File: config.mk
export PLATFORM = sky130hd
export DESIGN_NAME = uart_word_packer
export DESIGN_NICKNAME = d
export VERILOG_FILES = /design/src/rtl/uart_word_packer.sv
export SDC_FILE = /design/constraint.sdc
export NUM_CORES = 1
export LEC_CHECK = 0
export ABC_AREA = 1
export CELL_PAD_IN_SITES_DETAIL_PLACEMENT = 0
export CELL_PAD_IN_SITES_GLOBAL_PLACEMENT = 2
export CORE_ASPECT_RATIO = 1.25
export CORE_MARGIN = 1
export CORE_UTILIZATION = 32
export DETAILED_ROUTE_END_ITERATION = 8
export GPL_ROUTABILITY_DRIVEN = 0
export PLACE_DENSITY = 0.88
export RECOVER_POWER = 25
export SLEW_MARGIN = 20
export SYNTH_ARGS = -nofsm -noshare
export SYNTH_HDL_FRONTEND = slang
export SYNTH_SLANG_ARGS = --single-unit
export TNS_END_PERCENT = 5
File: constraint.sdc
create_clock -name clk -period 2.2 [get_ports clk]
set_input_delay 0.22 -clock clk [delete_from_list [all_inputs] [get_ports clk]]
set_output_delay 0.22 -clock clk [all_outputs]
set_load 0.03 [all_outputs]
File: src/rtl/uart_word_packer.sv
// Packs received UART bytes little-endian into memory words, writes them to
// sequential addresses up to a programmed end address, then checks an XOR checksum byte.
`timescale 1ns/1ps

module uart_word_packer #(
    parameter int WORD_WIDTH = 36,
    parameter int UART_WIDTH = 8,
    parameter int MEM_DEPTH  = 4096,
    localparam int ADDR_WIDTH = $clog2(MEM_DEPTH)
) (
    input  logic                  clk,
    input  logic                  rstN,
    input  logic                  start,
    input  logic                  abort,
    input  logic [ADDR_WIDTH-1:0] end_addr,
    input  logic                  byte_valid,
    input  logic [UART_WIDTH-1:0] byte_in,
    output logic                  mem_wr_en,
    output logic [ADDR_WIDTH-1:0] mem_addr,
    output logic [WORD_WIDTH-1:0] mem_data,
    output logic                  busy,
    output logic                  done,
    output logic                  chk_err,
    output logic [ADDR_WIDTH:0]   word_count
);

    localparam int BYTES_PER_WORD = (WORD_WIDTH + UART_WIDTH - 1) / UART_WIDTH;
    localparam int IDX_WIDTH      = (BYTES_PER_WORD > 1) ? $clog2(BYTES_PER_WORD) : 1;
    localparam int ASM_WIDTH      = BYTES_PER_WORD * UART_WIDTH;

    typedef enum logic [1:0] {
        IDLE    = 2'd0,
        COLLECT = 2'd1,
        CHECK   = 2'd2,
        DONE    = 2'd3
    } state_t;

    state_t                state;
    state_t                state_next;
    logic [ADDR_WIDTH-1:0] end_addr_q;
    logic [ADDR_WIDTH-1:0] addr;
    logic [IDX_WIDTH-1:0]  byte_idx;
    logic [UART_WIDTH-1:0] checksum;
    logic [ASM_WIDTH-1:0]  asm_q;
    logic [ASM_WIDTH-1:0]  asm_next;

    logic accept_start;
    logic take_byte;
    logic last_byte;
    logic last_word;
    logic check_byte;

    assign accept_start = start && !abort && (state == IDLE || state == DONE);
    assign take_byte    = byte_valid && !abort && (state == COLLECT);
    assign last_byte    = take_byte && (byte_idx == IDX_WIDTH'(BYTES_PER_WORD - 1));
    assign last_word    = last_byte && (addr == end_addr_q);
    assign check_byte   = byte_valid && !abort && (state == CHECK);

    assign busy = (state == COLLECT) || (state == CHECK);
    assign done = (state == DONE);

    // Slots above WORD_WIDTH are dropped when the word is written out.
    always_comb begin
        asm_next = asm_q;
        for (int k = 0; k < BYTES_PER_WORD; k++) begin
            if (byte_idx == IDX_WIDTH'(k)) begin
                asm_next[k*UART_WIDTH +: UART_WIDTH] = byte_in;
            end
        end
    end

    always_ff @(posedge clk or negedge rstN) begin
        if (!rstN) begin
            state <= IDLE;
        end else begin
            state <= state_next;
        end
    end

    always_comb begin
        state_next = state;
        case (state)
            IDLE:    if (start) state_next = COLLECT;
            COLLECT: if (last_word) state_next = CHECK;
            CHECK:   if (byte_valid) state_next = DONE;
            DONE:    if (start) state_next = COLLECT;
            default: state_next = IDLE;
        endcase
        if (abort) begin
            state_next = IDLE;
        end
    end

    always_ff @(posedge clk or negedge rstN) begin
        if (!rstN) begin
            end_addr_q <= '0;
            addr       <= '0;
            byte_idx   <= '0;
            checksum   <= '0;
            asm_q      <= '0;
            mem_wr_en  <= 1'b0;
            mem_addr   <= '0;
            mem_data   <= '0;
            chk_err    <= 1'b0;
            word_count <= '0;
        end else if (abort) begin
            end_addr_q <= '0;
            addr       <= '0;
            byte_idx   <= '0;
            checksum   <= '0;
            asm_q      <= '0;
            mem_wr_en  <= 1'b0;
            mem_addr   <= '0;
            mem_data   <= '0;
            chk_err    <= 1'b0;
            word_count <= '0;
        end else begin
            mem_wr_en <= 1'b0;
            if (accept_start) begin
                end_addr_q <= end_addr;
                addr       <= '0;
                byte_idx   <= '0;
                checksum   <= '0;
                asm_q      <= '0;
                chk_err    <= 1'b0;
                word_count <= '0;
            end
            if (take_byte) begin
                checksum <= checksum ^ byte_in;
                asm_q    <= asm_next;
                if (last_byte) begin
                    mem_wr_en  <= 1'b1;
                    mem_addr   <= addr;
                    mem_data   <= asm_next[WORD_WIDTH-1:0];
                    word_count <= word_count + (ADDR_WIDTH+1)'(1);
                    byte_idx   <= '0;
                    // The final address is held so a full-depth transfer never wraps.
                    if (addr != end_addr_q) begin
                        addr <= addr + ADDR_WIDTH'(1);
                    end
                end else begin
                    byte_idx <= byte_idx + IDX_WIDTH'(1);
                end
            end
            if (check_byte) begin
                chk_err <= (byte_in != checksum);
            end
        end
    end

endmodule

==> run summary, run 1 <==
Sequential cell area - 3303 um^2
initial DRC count - 357
VDD IR-drop max - 0.0005579 V
switching pwr - 1928 uW
clock latency at the later pin of the worst-skew pair - 0.42 ns
Final WS setup - 0.2311 ns
Final Util - 0.4250
CP startpoint kind - register
Final Power - 6640 uW
Worst path most repeated cell - inv_1
most numerous cell in the Yosys netlist - nand2_1
MaxCap Viol Count - 0
CTS Buffer Depth - 2
GR Overflow Total - 0
largest net degree at the start of global routing - 42
number of global-route vias before repair - 5160
Pwr Density - 832.1 nW/um^2
worst path cell trace - inv_1 > ha_1 > inv_1 > dlygate4sd2_1
Clock Pin Slew Worst Setup and Hold Paths - 0.06 ns
IO Count - 90
CTS tree - done
worst hold start - end_addr[6]
number of I/O port buffers - 89
area of the mapped netlist - 6148 um^2
DRC violations left - 0
HP Class - in -> reg
initial antenna violation count - 1
Detailed Routing Iterations Pass 1 - 5
Placed Cells - 1046
Worst R2R Setup Slack - 0.30 ns
Multi-input gate area - 2369 um^2
Non-Filler Instances - 1079
share of layout cells above drive strength 1 - 0.07910
share of the synthesized area in the top cell type - 0.5372
die height - 157.0 um
first-pass GRT wire length - 27.05 mm
synth unique cells - 32
achievable frequency - 507.9 MHz
Critical Path Max Stage Delay - 0.41 ns
Static Leakage - 0.003568 uW
crit path DAT - 1.75 ns
Syn Nets - 772
Root Buffer - clkbuf_16
die footprint - 19780 um^2
CTS H-tree depth - 4
drt wl/cell - 15.39 um
Vias - 5162
Setup WS pre-CTS - 0.2015 ns
RSZ-0062 raised after global routing - no
period utilization - 0.8950
leading area contributor after synthesis - dfrtp_1
final setup TNS - 0 ns
Post-synth EDFFs - 0
hold path endpoint - end_addr_q[6]
fillcell total - 1892
syn_area_per_cell - 8.354 um^2
Synth Flop Type - dfrtp_1
CP max stage cell - dfrtp_1
Final Hold Violating Endpoints - 0
top cells by count, synth - 191 x nand2_1, 132 x dfrtp_1, 115 x o21ai_0
Comb power frac - 0.163
clock sinks - 132
Flop pwr share - 0.396
hold path cells - 3
Ant. Diodes - 0
GRT Util Overall - 0.1781
worst reg2reg path depth - 12
status - complete, no violations
relative slew slack - 0.2412
kind of critical path - reg -> out
Crit path required time - 1.98 ns
share of total power in the clock network - 0.440
switch share - 0.2903
Num CTS Buffers - 17
Clock Skews - 0.007979 ns
register area share after synthesis - 0.5372
FF+latch count, synth - 132
CP Capture Type - primary output
synth top area cells - dfrtp_1 54%, nand2_1 12%, o21ai_0 9.4%
Final nets - 870
post-route ant nets - 0
core area - 18780 um^2
die width - 126.0 um
num rows - 56
RR Startpoint - state[0]
final slew viol count - 0
min cycle time layout - 1.969 ns
RR Endpoint - addr[8]
vias per inst - 4.784
Crit Path Max Fanout - 5
Final Setup Violations - 0
Detail Placement HPWL - 11.48 mm
Initial Utilization - 0.3274
asr flop ratio synth - 1.000
WL final - 16.61 mm
synth warn - 0
area growth from synthesis to layout - 29.79%
P_int - 4713 uW
cell count after synthesis - 736
Slew @ Worst Pin - 1.138 ns
what timing repair did:
item	4_1_cts	5_1_grt
hold endpoints to repair	37	0
setup buffers	0	0
setup endpoints to repair	1	0
resized for setup	1	0
hold buffers	1	0
flip-flops by register name, summed over array words and instances, names as in the netlist:
name        flops
mem_data       36
asm_q          32
word_count     13
addr           12
end_addr_q     12
mem_addr       12
checksum        8
byte_idx        3
state           2
chk_err         1
mem_wr_en       1
layout by cell type, fill, tap and decap left out, types with 2 or more instances in the layout:
master | synthesis | routed
a211oi_1 | 4 | 4
a21oi_1 | 18 | 18
buf_12 | 0 | 3
buf_4 | 2 | 16
bufinv_16 | 0 | 3
clkbuf_1 | 15 | 2
clkbuf_16 | 0 | 17
clkbuf_2 | 0 | 2
clkdlybuf4s50_1 | 0 | 87
clkinv_4 | 0 | 4
clkinvlp_4 | 0 | 2
dfrtp_1 | 132 | 132
ha_1 | 11 | 11
inv_1 | 78 | 78
inv_2 | 8 | 8
inv_6 | 0 | 4
nand2_1 | 191 | 191
nand3_1 | 30 | 30
nand4_1 | 5 | 5
nor2_1 | 49 | 49
nor2_4 | 2 | 2
nor3_1 | 4 | 4
o21ai_0 | 115 | 115
o21ai_1 | 5 | 5
o22ai_1 | 29 | 29
o31ai_1 | 2 | 2
xnor2_1 | 6 | 6
xor2_1 | 6 | 6
metrics by stage:
| step | cell area (um^2) | hold slack [ns] |
|---|---|---|
| CTS | 8001 | 0.2935 |
| detailed placement | 7385 | 0.1809 |
| floorplan | 6148 | -0.07559 |
| global placement | 7385 | 0.1816 |
| global route | 7980 | 0.3664 |
| finish | 7980 | 0.3687 |
per-layer routing:
layer	vias to the layer above	wire length, um	global-route usage
met3	19	570	0.04215
met1	2436	7602	0.2235
met5	-	12	0
met4	2	184	0.05049
li1	2603	-	-
met2	102	8238	0.3052
critical path: cells and delay by family (launching register included):
family | cells | cell delay, ns
adder cells (fa/ha/maj) | 1 | 0.32
flip-flops | 1 | 0.41
buffers and inverters | 3 | 0.59
worst max-delay path by stage:
stage                   from              to  cells past startpoint
6_report            state[0]            busy                      4
5_1_grt                 rstN       asm_q[29]                      3
4_1_cts             state[0]            busy                      4
3_5_place_dp           abort     byte_idx[1]                      7
3_3_place_gp           abort     byte_idx[1]                      7
2_1_floorplan  word_count[0]  word_count[10]                      9
final cells by class:
| type | instances | area share |
|---|---|---|
| well taps | 232 | 0.03638 |
| inverters | 86 | 0.04045 |
| repair buffers | 111 | 0.1362 |
| clock inverters | 13 | 0.02195 |
| flip-flops and latches | 132 | 0.4139 |
| multi-input cells | 486 | 0.2968 |
| clock buffers | 19 | 0.05425 |
power groups by stage:
stage / combinational [uW] / sequential, uW / clock (uW)
final: 1080 / 2630 / 2930
after global routing: 1220 / 2650 / 3100
after CTS: 1110 / 2630 / 2990
after detailed placement: 1110 / 2670 / 0
after global placement: 1110 / 2670 / 0
after floorplan: 699 / 2660 / 0
cells by family after synthesis:
logic type / synth area share
AND/OR/NAND/NOR: 0.1935
AO/OA/AOI/OAI: 0.1522
flip-flops: 0.5372
buffers and inverters: 0.07753
XOR/XNOR: 0.01709
adder cells (fa/ha/maj): 0.02238
(Power assumes the default switching activity.)
==> inputs of run 2 (changes only) <==
--- a/config.mk
+++ b/config.mk
@@ -15,2 +15,3 @@
 export GPL_ROUTABILITY_DRIVEN = 0
+export GPL_TIMING_DRIVEN = 0
 export PLACE_DENSITY = 0.88
==> constraint.sdc (replaced) <==
create_clock -name clk -period 2.2 [get_ports clk]
set_input_delay 0.44 -clock clk [delete_from_list [all_inputs] [get_ports clk]]
set_output_delay 0.44 -clock clk [all_outputs]
set_load 0.03 [all_outputs]
==> run 2 against run 1 <==
Against the previous run: the flow now finishes with violations (capacitance limit, slew limit); via count increased by 1.5%; sequential cell count stayed put; die area unchanged; routed wire length rose by 3.2%; cell count increased by 0.83%.
==> run summary, run 2 (same netlist as run 1, synthesis figures left out) <==
hold slack - 0.4717 ns (+0.1030 ns)
CP Capture Type - primary output
min cycle time layout - 2.020 ns (+0.05108 ns)
clock latency at the later pin of the worst-skew pair - 0.43 ns (about the same)
Detailed Routing Iterations Pass 1 - 5 (unchanged)
DRC violations left - 0 (unchanged)
drt wl/cell - 15.75 um (+2.3%)
num rows - 56 (unchanged)
CP top delay family - buffers and inverters
most common cell after layout, fill and taps aside - nand2_1
failing checks - capacitance limit, slew limit
Clock Skews - 0.01527 ns (+0.007291 ns)
number of I/O port buffers - 89 (unchanged)
worst reg2reg path depth - 8 (-4)
Static Leakage - 0.003545 uW (-0.65%)
CP max stage cell - clkdlybuf4s50_1
biggest regs - mem_data: 36 flops, asm_q: 32 flops, word_count: 13 flops
Pwr Density - 805.1 nW/um^2 (-3.3%)
HP Class - reg -> reg
CP Buf/Inv Count - 1 (-2)
initial DRC count - 318 (-11%)
Final nets - 880 (+1.1%)
largest net degree at the start of global routing - 81 (+93%)
vias per inst - 4.813 (+0.61%)
Ant. Diodes - 0 (unchanged)
die width - 126.0 um (unchanged)
hold path cells - 2 (-1)
commonest cells after routing, fill and taps aside - 191 x nand2_1, 132 x dfrtp_1, 115 x o21ai_0
post-route cell area - 7905 um^2 (-0.94%)
Flop pwr share - 0.414 (+0.018)
die height - 157.0 um (unchanged)
GR Overflow Total - 0 (unchanged)
Critical Path Max Stage Delay - 0.71 ns (+0.30 ns)
post-route ant nets - 0 (unchanged)
Most flops, register - mem_data
share of layout cells above drive strength 1 - 0.07593 (-0.003168)
worst hold start - mem_addr[7]
area growth from synthesis to layout - 28.57%
RR Endpoint - asm_q[12]
Placed Cells - 1058 (+1.1%)
MaxCap Viol Count - 1 (+1)
Initial Utilization - 0.3274 (unchanged)
Setup Fix Bufs, Post-CTS - 0 (unchanged)
IO Count - 90 (unchanged)
die footprint - 19780 um^2 (unchanged)
switch share - 0.2991 (+0.008827)
Crit path required time - 1.76 ns (-0.22 ns)
period utilization - 0.9182 (+0.02322)
GRT Util Overall - 0.1819 (+0.003854)
Final Setup Violations - 0 (unchanged)
hold buffer count at cts - 0 (-1)
relative slew slack - -0.2577 (-0.4990)
Root Buffer - clkbuf_16
Detail Placement HPWL - 12.14 mm (+5.8%)
Worst R2R Setup Slack - 0.22 ns (-0.08 ns)
core area - 18780 um^2 (unchanged)
WL final - 17.14 mm (+3.2%)
final slew viol count - 80 (+80)
share of total power in the clock network - 0.418 (-0.022)
Comb power frac - 0.168 (+0.005)
Slew @ Worst Pin - 1.887 ns (+0.7484 ns)
achievable frequency - 495.1 MHz (-2.5%)
CP startpoint kind - register
hold path endpoint - mem_addr[7]
kind of critical path - reg -> out
Non-Filler Instances - 1088 (+0.83%)
status - finished, violations left
Final Hold Violating Endpoints - 0 (unchanged)
crit path DAT - 1.58 ns (-0.17 ns)
first-pass GRT wire length - 27.48 mm (+1.6%)
Vias - 5237 (+1.5%)
worst path cell trace - clkdlybuf4s50_1
Num CTS Buffers - 17 (unchanged)
clock sinks - 132 (unchanged)
CTS H-tree depth - 4 (unchanged)
Final Power - 6364 uW (-4.2%)
RR Startpoint - state[0]
Clock Pin Slew Worst Setup and Hold Paths - 0.06 ns (about the same)
P_int - 4461 uW (-5.4%)
CTS Buffer Depth - 2 (unchanged)
RSZ-0062 raised after global routing - no
Crit Path Max Fanout - 5 (unchanged)
VDD IR-drop max - 0.0005630 V (+0.91%)
number of global-route vias before repair - 5119 (-0.79%)
Area after DPL - 7362 um^2 (-0.30%)
switching pwr - 1903 uW (-1.2%)
initial antenna violation count - 0 (-1)
CTS tree - done
max reg flops - 36 (unchanged)
-- run 2: cell count changes in the layout (fill, tap and decap cells not counted), sizes merged --
cell,before,now
dlymetal6s2s,0,1
inv,90,86
clkdlybuf4s50,87,86
buf,19,18
clkinvlp,2,4
clkbuf,22,35
dlygate4sd3,1,0
dlygate4sd2,1,0
bufinv,3,1
clkinv,4,7
-- run 2: worst max-delay path by stage --
| stage | startpoint | endpoint | slack, ns | cells after the start |
|---|---|---|---|---|
| 6_report | word_count[6] | word_count[6] | 0.18 | 1 |
| 5_1_grt | state[0] | word_count[10] | 0.03 | 8 |
| 4_1_cts | state[0] | done | 0.009 | 2 |
| 3_5_place_dp | abort | mem_data[31] | -0.19 | 9 |
| 3_3_place_gp | rstN | asm_q[22] | -5.00 | 1 |
| 2_1_floorplan | word_count[0] | word_count[10] | 0.52 | 9 |
-- run 2: layout make-up --
cell class                      instances  area (um^2)
Fill cell                            1925        10870
Clock inverter                         12        110.1
Inverter                               86        322.8
Multi-Input combinational cell        486         2371
Buffer                                 31        153.9
Sequential cell                       132         3303
Tap cell                              232        290.3
Clock buffer                           19        442.9
Timing Repair Buffer                   90        910.9
-- run 2: repair_timing --
action,CTS,global route
resized for setup,2,6
setup endpoints to repair,1,22
endpoints found under the hold margin,0,0
-- run 2: layer usage --
layer	track usage	routed length (um)
met1	0.2265	7612
met2	0.3157	8697
met3	0.03841	633
met4	0.05565	195
met5	0	0
-- run 2: power groups by stage --
stage,clock (uW),combinational [uW],sequential [uW]
floorplan,0,699,2660
global placement,0,1080,2680
detailed placement,0,1090,2670
CTS,2730,1090,2630
global route,2830,1210,2650
finish,2660,1070,2630
-- run 2: per-stage QoR --
stage          TNS, ns  setup slack (ns)    util
3_5_place_dp    -8.161           -0.1880  0.3921
6_report             0            0.1800  0.4210
5_1_grt              0           0.03098  0.4210
2_1_floorplan        0            0.5242       -
4_1_cts              0          0.009266  0.4215
3_3_place_gp   -667.06            -4.999  0.3903
==> inputs of run 3 (changes only) <==
- CORE_UTILIZATION: 32 -> 33
- CTS_BUF_LIST: unset -> sky130_fd_sc_hd__clkbuf_8
- PLACE_DENSITY: 0.88 -> 0.9
==> run 3 against run 2 <==
Against the previous run: the flow now finishes without violations; worst setup slack lost 0.040 ns; combinational power hardly changed; routed wire length is 1.6% lower; global-route usage up 0.53 points; die area down 3.0%; design area down 1.9%; largest cell class unchanged.
==> run summary, run 3 (same netlist as run 1, synthesis figures left out) <==
Vias - 5215 (-0.42%)
most common cell after layout, fill and taps aside - nand2_1
clock sinks - 132 (unchanged)
RSZ-0062 raised after global routing - no
period utilization - 0.9364 (+0.01821)
CP max stage cell - clkdlybuf4s50_1
CP Capture Type - primary output
Setup Fix Bufs, Post-CTS - 0 (unchanged)
relative slew slack - 0.4064 (+0.6642)
num rows - 55 (-1.8%)
crit path DAT - 1.62 ns (+0.04 ns)
clock latency at the later pin of the worst-skew pair - 0.45 ns (+0.02 ns)
worst hold start - mem_addr[1]
CTS tree - done
VDD IR-drop max - 0.0005016 V (-11%)
final slew viol count - 0 (-100%)
HP Class - reg -> reg
worst path cell trace - clkdlybuf4s50_1
Sequential cell area - 3304 um^2 (about the same)
Crit Path Max Fanout - 5 (unchanged)
first-pass GRT wire length - 27.37 mm (-0.37%)
Final nets - 881 (+0.11%)
status - complete, no violations
vias per inst - 4.802 (-0.24%)
CP startpoint kind - register
RR Startpoint - state[1]
CP Buf/Inv Count - 1 (unchanged)
number of I/O port buffers - 89 (unchanged)
Clock Skews - 0.007489 ns (-0.007782 ns)
Worst Setup SP - word_count[6]
Num CTS Buffers - 17 (unchanged)
Area after DPL - 7357 um^2 (about the same)
share of layout cells above drive strength 1 - 0.07692 (+0.0009885)
Detail Placement HPWL - 11.95 mm (-1.6%)
kind of critical path - reg -> out
core area - 18170 um^2 (-3.3%)
post-route cell area - 7754 um^2 (-1.9%)
CTS Buffer Depth - 2 (unchanged)
GRT Util Overall - 0.1872 (+0.005275)
Final Power - 5855 uW (-8.0%)
MaxCap Viol Count - 0 (-1)
commonest cells after routing, fill and taps aside - 191 x nand2_1, 131 x dfrtp_1, 115 x o21ai_0
area growth from synthesis to layout - 26.11%
DRC violations left - 0 (unchanged)
IO Count - 90 (unchanged)
Slew @ Worst Pin - 0.8903 ns (-0.9963 ns)
Initial Utilization - 0.3384 (+0.01100)
achievable frequency - 485.4 MHz (-1.9%)
Static Leakage - 0.003469 uW (-2.2%)
CTS H-tree depth - 4 (unchanged)
Detailed Routing Iterations Pass 1 - 4 (-1)
die height - 154.6 um (-1.5%)
drt wl/cell - 15.53 um (-1.4%)
Clock Pin Slew Worst Setup and Hold Paths - 0.08 ns (+0.02 ns)
Pwr Density - 755.1 nW/um^2 (-6.2%)
die width - 124.1 um (-1.5%)
Root Buffer - clkbuf_8
largest net degree at the start of global routing - 71 (-12%)
post-route ant nets - 0 (unchanged)
Ant. Diodes - 0 (unchanged)
max reg flops - 36 (unchanged)
Crit path required time - 1.76 ns (about the same)
Most flops, register - mem_data
min cycle time layout - 2.060 ns (+0.04005 ns)
Multi-input gate area - 2369 um^2 (-0.11%)
fillcell total - 1897 (-1.5%)
Final Setup Violations - 0 (unchanged)
final setup TNS - 0 ns (unchanged)
die footprint - 19180 um^2 (-3.0%)
initial antenna violation count - 1 (+1)
number of global-route vias before repair - 5252 (+2.6%)
Critical Path Max Stage Delay - 0.71 ns (about the same)
Final Hold Violating Endpoints - 0 (unchanged)
CP top delay family - buffers and inverters
initial DRC count - 287 (-9.7%)
GR Overflow Total - 0 (unchanged)
biggest regs - mem_data: 36 flops, asm_q: 32 flops, word_count: 13 flops
WL final - 16.87 mm (-1.6%)
Final Util - 0.4268 (+0.005816)
[run 3: cell count changes in the layout (fill, tap and decap cells not counted), sizes merged, moves of 2 or more]
cell	delta
clkinv	-4
bufinv	+2
inv	+5
clkbuf	-2
[run 3: timing repair]
item                                    CTS  global route
resized for setup                         4             6
cloned                                    0             0
hold endpoints to repair                 62             0
endpoints found under the setup margin    2            21
hold buffers                              1             0
[run 3: layer usage]
metal	vias to the layer above	wire length [um]	global-route usage
li1	2616	-	-
met1	2483	7623	0.2377
met2	93	8377	0.3118
met3	21	600	0.04609
met4	2	252	0.05329
met5	-	11	0
[run 3: path summary, 6_finish.rpt]
path	to	cells past startpoint	slack, ns
worst max-delay path	word_count[6]	1	0.14
worst min-delay path	mem_addr[1]	2	0.48
worst max register to register	mem_data[31]	9	0.18
worst min register to register	mem_addr[1]	2	0.48
max in group asynchronous	checksum[0]	3	0.39
min in group asynchronous	word_count[7]	2	0.66
[run 3: stage by stage]
step / worst slack (ns) / hold WS (ns) / cells
6_report: 0.1400 / 0.4759 / 1086
5_1_grt: 0.01155 / 0.5101 / 1086
4_1_cts: 0.02259 / 0.4811 / 1087
3_5_place_dp: -0.1717 / 0.4229 / 1054
3_3_place_gp: -4.966 / 0.4548 / 1053
2_1_floorplan: 0.5242 / 0.1444 / 736
[run 3: power breakdown]
part,leakage [uW],internal (uW),switching (uW),total [uW]
clock network,0.000201,1130,1030,2160
registers,0.00183,2550,81.4,2630
logic,0.00144,330,730,1060
[run 3: final cells by class]
class / instances / area share
Sequential cell: 132 / 0.4262
Multi-Input combinational cell: 486 / 0.3055
Timing Repair Buffer: 91 / 0.1165
Inverter: 86 / 0.04163
Tap cell: 228 / 0.03679
Clock buffer: 17 / 0.03018
Clock inverter: 15 / 0.02340
Buffer: 31 / 0.01985
